### config.mk
export PLATFORM = sky130hd
export DESIGN_NAME = instr_encoder_jump
export DESIGN_NICKNAME = d
export VERILOG_FILES = /design/src/rtl/instr_encoder_jump.sv
export SDC_FILE = /design/constraint.sdc
export NUM_CORES = 1
export LEC_CHECK = 0
export ABC_AREA = 1
export ABC_CLOCK_PERIOD_IN_PS = 4900
export BUFFER_PORTS_ARGS = -buffer_cell sky130_fd_sc_hd__buf_2
export CORE_ASPECT_RATIO = 1.1
export CORE_MARGIN = 2
export CORE_UTILIZATION = 41
export CTS_CLUSTER_SIZE = 30
export DETAILED_ROUTE_END_ITERATION = 6
export PLACE_DENSITY = 0.64
export SYNTH_ARGS = -nofsm -noshare
export SYNTH_HDL_FRONTEND = slang
export SYNTH_SLANG_ARGS = --single-unit
### constraint.sdc
create_clock -name clk -period 4.9 [get_ports clk]
set_clock_uncertainty 0.15 [all_clocks]
set_input_delay 0.245 -clock clk [delete_from_list [all_inputs] [get_ports clk]]
set_output_delay 0.245 -clock clk [all_outputs]
set_load 0.03 [all_outputs]
### src/rtl/instr_encoder_jump.sv
// instr_encoder_jump
//   Turns a (rd, byte offset) jump request into RV32I machine code.
//   Near offsets (aligned, within the JAL +-1 MiB reach) become one JAL word.
//   Far offsets (or every request when FORCE_FAR=1) become an AUIPC/JALR pair
//   through a temporary register: rd itself, or TMP_REG when rd is x0.
//   Misaligned offsets are rejected with a one-cycle err pulse.
//
// Parameters
//   FORCE_FAR  1 forces the two-word form for every valid request
//   TMP_REG    scratch register for the far form when rd == 0
//
// Ports
//   clk        clock
//   rst_n      asynchronous active-low reset
//   in_valid   request present            in_ready   block can accept (IDLE only)
//   rd         link/destination register  offset     signed byte offset from jump PC
//   out_valid  out_instr holds a word     out_ready  consumer takes the word
//   out_instr  encoded instruction        out_last   word ends the sequence
//   err        one-cycle pulse on a rejected misaligned offset

module instr_encoder_jump #(
  parameter bit FORCE_FAR = 1'b0,
  parameter int TMP_REG   = 6
) (
  input  logic        clk,
  input  logic        rst_n,
  input  logic        in_valid,
  output logic        in_ready,
  input  logic [4:0]  rd,
  input  logic [31:0] offset,
  output logic        out_valid,
  input  logic        out_ready,
  output logic [31:0] out_instr,
  output logic        out_last,
  output logic        err
);

  localparam logic [4:0] TMP_RD = 5'(TMP_REG);

  typedef enum logic [1:0] {
    IDLE,
    EMIT_JAL,
    EMIT_AUIPC,
    EMIT_JALR
  } state_t;

  state_t      state;
  logic [4:0]  rd_q;
  logic [31:0] off_q;

  logic        accept;
  logic        is_near;
  logic [4:0]  src_rd;
  logic [4:0]  src_tmp;
  logic [31:0] src_off;
  logic [19:0] hi;
  logic [11:0] lo;
  logic [31:0] jal_word;
  logic [31:0] auipc_word;
  logic [31:0] jalr_word;

  assign in_ready = (state == IDLE);
  assign accept   = in_valid && in_ready;

  // Words are built from the live inputs on the accepting edge and from the
  // captured copies afterwards, so every word of a sequence sees one request.
  assign src_rd  = accept ? rd     : rd_q;
  assign src_off = accept ? offset : off_q;
  assign src_tmp = (src_rd == 5'd0) ? TMP_RD : src_rd;

  // Aligned offsets inside the JAL reach; anything else needs AUIPC/JALR.
  assign is_near = !FORCE_FAR &&
                   ($signed(offset) >= -32'sd1048576) &&
                   ($signed(offset) <=  32'sd1048574);

  // (off + 0x800) >> 12: adding 0x800 only carries into bit 12 when bit 11 is
  // set, which pre-compensates for JALR sign-extending a negative lo.
  assign hi = src_off[31:12] + {19'd0, src_off[11]};
  assign lo = src_off[11:0];

  assign jal_word   = {src_off[20], src_off[10:1], src_off[11], src_off[19:12],
                       src_rd, 7'b1101111};
  assign auipc_word = {hi, src_tmp, 7'b0010111};
  assign jalr_word  = {lo, src_tmp, 3'b000, src_rd, 7'b1100111};

  // Control FSM with registered outputs.
  always_ff @(posedge clk or negedge rst_n) begin
    if (!rst_n) begin
      state     <= IDLE;
      rd_q      <= 5'd0;
      off_q     <= 32'd0;
      out_valid <= 1'b0;
      out_instr <= 32'd0;
      out_last  <= 1'b0;
      err       <= 1'b0;
    end else begin
      err <= 1'b0;
      case (state)
        IDLE: begin
          if (accept) begin
            rd_q  <= rd;
            off_q <= offset;
            if (offset[0]) begin
              err <= 1'b1;
            end else if (is_near) begin
              state     <= EMIT_JAL;
              out_valid <= 1'b1;
              out_instr <= jal_word;
              out_last  <= 1'b1;
            end else begin
              state     <= EMIT_AUIPC;
              out_valid <= 1'b1;
              out_instr <= auipc_word;
              out_last  <= 1'b0;
            end
          end
        end
        EMIT_AUIPC: begin
          if (out_ready) begin
            state     <= EMIT_JALR;
            out_instr <= jalr_word;
            out_last  <= 1'b1;
          end
        end
        EMIT_JAL, EMIT_JALR: begin
          if (out_ready) begin
            state     <= IDLE;
            out_valid <= 1'b0;
            out_last  <= 1'b0;
          end
        end
        default: begin
          state     <= IDLE;
          out_valid <= 1'b0;
          out_last  <= 1'b0;
        end
      endcase
    end
  end

endmodule

==> results.tsv <==
metric	value	unit
clk_path_buf_depth	2	
min_path_cells	3	
first_pass_iters	4	
finalNetCount	715	
antenna_found_initial	0	
synth_edf_count	0	
yosysMostFrequentCell	nand2_1	
start_kind	flop	
dieArea	0.0110	mm^2
irDropWorstVdd	0.000225	V
relSlewSlack	47.9	%
critPathArrivalTime	3380	ps
synth-main-ff-cell	dfrtp_1	
worstMarginPinSlew	781	ps
vias_per_cell	4.95	
fill_cells	1032	
antenna_left	0	
cts_sinks	70	
yosys-top-cells-area	dfrtp_1 42%, nand2_1 21%, nand3_1 6.4%	
drive_gt1_share	21.1	%
synth_top_area_share	42.0	%
syn_nets	636	
yosysSeqAreaShare	42.0	%
ctsResizeCount	0	
seqCellArea	0.00175	mm^2
boundaryPins	77	
crit_top_cell	nand2_1	
port_buffers	76	
p_per_area	614	mW/mm^2
path_max_fanout	30	
grt-ovfl-total	0	
critPathBufInv	1	
grt_usage	22.7	%
cp.required	5000	ps
max_clock_freq	305	MHz
die_y	110	um
die_w	100	um
routedWlPerCell	14.7	um
dp.cells	771	
hold_viol	0	
n_antenna_cell	0	
wl	11.7	mm
initial_core_util	42.2	%
leakage	2.62	nW
rows	38	
syn_inst	593	
grt_pass1_wl	19.1	mm
setup_viol	0	
synth_common_cells	239 x nand2_1, 70 x dfrtp_1, 55 x inv_1, 53 x nand3_1, 53 x nor2_1	
synth_top_cell_by_area	dfrtp_1	
numCtsBuffers	9	
critPathTopFamily	simple AND/OR/NAND/NOR gates	
grt_max_degree	61	
synthArstFlopShare	100	%
crit_path_cell_trace	nor2_4, nand2_4, inv_1, nand2_1, nand2_1, ha_1, ha_1, nand3_2, nor2_2, nand3_1, xor2_1, nand2_1, nand3_1	
status	complete, no violations	
hpwlAfterDp	8.74	mm
drc	0	
cp-end-kind	flop	
slew_viol_final	0	
period_needed	3280	ps
num_vias	3947	
final_cells	797	
synth_cell_types	32	
drtIter0Drc	204	
synth_warnings	0	
min_path_type	in -> reg	
insertion_delay	360	ps
htreeDepth	3	
worst-path-stages	13	
synth_area_per_cell	7.04	um^2
clkSlewWorstSetupHoldPaths	80	ps
design.core.area	0.00989	mm^2
max_cap_viol_count	0	
gp_congestion	0.892	
max_stage_delay	540	ps
cp_slowest_cell	nor2_4	
grt_pass1_vias	3863	
area_growth	16.0	%
totalNegativeSetupSlack	0	ps
netlist_area	0.00418	mm^2
ys_ff_latch	70	
rr_worst_depth	13	
hold-worst-slack	12.0	ps
multi_input_area	0.00203	mm^2
path_class	reg -> reg	
min_period_over_period	66.9	%
cts_tree	built	
clockRootBuffer	clkbuf_8	
rsz0062_at_grt	no	
## cells by family (layout without fill, tap and decap cells)
group                    count (synthesis)  in the layout  share of synthesized area [%]
AO/OA/AOI/OAI                           28             28                           4.17
XOR/XNOR                                 6              6                           1.26
adder cells (fa/ha/maj)                  2              2                          0.599
buffers and inverters                   82            166                           9.35
flip-flops                              70             70                           42.0
AND/OR/NAND/NOR                        405            405                           42.7
## cells in the final DEF (no fill, tap or decap), types with 2 or more instances in the layout
master	instances
xor2_1	4
clkbuf_8	11
o31ai_1	2
buf_2	76
nand2_1	239
clkinv_2	2
ha_1	2
nand4_1	7
or2_2	3
nand3_1	53
nand3_2	5
nor3_1	3
dfrtp_1	70
inv_2	6
o21ai_0	11
o21ai_1	4
nor2_2	10
buf_4	3
xnor2_1	2
dlygate4sd3_1	10
clkbuf_1	2
nor2_1	53
inv_1	55
nand3b_1	8
nor2_4	3
nand2_2	19
o22ai_1	2
a21oi_1	5
## stage by stage
| step | utilization, % | power, mW | area, um^2 | setup WS [ps] |
|---|---|---|---|---|
| after floorplan | - | 2.15 | 4180 | 2200 |
| after global placement | 46.2 | 2.53 | 4570 | 1870 |
| after detailed placement | 46.2 | 2.56 | 4570 | 1610 |
| after CTS | 49.0 | 3.00 | 4840 | 1630 |
| after global routing | 49.0 | 3.23 | 4840 | 1340 |
| final | 49.0 | 2.98 | 4840 | 1620 |
## metal layers
metal | global-route usage, % | vias to the layer above | wire, um | part of all wire (%)
met2 | 39.4 | 130 | 5820 | 50
met5 | 0 | - | 0 | 0
met3 | 4.32 | 24 | 579 | 5.0
met1 | 27.3 | 1801 | 4960 | 42
li1 | - | 1992 | - | -
met4 | 9.98 | 0 | 323 | 2.8
## worst min-delay path, stage by stage
cell,delay (ps)
buf_2,110
nand2_1,50
nand2_1,70
## area by class of cell
cell class / instances / share of cell area, %
clock buffers: 13 / 3.28
clock inverters: 3 / 0.387
inverters: 61 / 4.73
multi-input cells: 441 / 42.0
flip-flops and latches: 70 / 36.2
well taps: 120 / 3.10
repair buffers: 89 / 10.4
## state kept, by name, summed over array words and instances, names as in the netlist
signal     flops
off_q         32
out_valid      1
err            1
out_instr     29
state          2
rd_q           5
## what timing repair did
item,in CTS,in global routing
endpoints found under the hold margin,19,0
buffers inserted,0,0
hold buffers,10,0
endpoints found under the setup margin,0,0
## path summary, 6_finish.rpt
kind | to | slack, ps | startpoint
setup / recovery | out_instr[26] | 1620 | state[0]
hold / removal | off_q[7] | 10 | offset[7]
setup reg to reg | out_instr[26] | 1620 | state[0]
hold reg to reg | off_q[3] | 330 | off_q[3]
max in group asynchronous | out_instr[4] | 3400 | rst_n
min in group asynchronous | off_q[21] | 140 | rst_n
## power breakdown
part	total (mW)	internal, mW	leakage [nW]	switching (mW)
Clock	0.431	0.211	0.0934	0.220
Combinational	1.59	0.454	1.67	1.14
Sequential	0.953	0.836	0.851	0.118
Power figures use the tool's default switching activity.
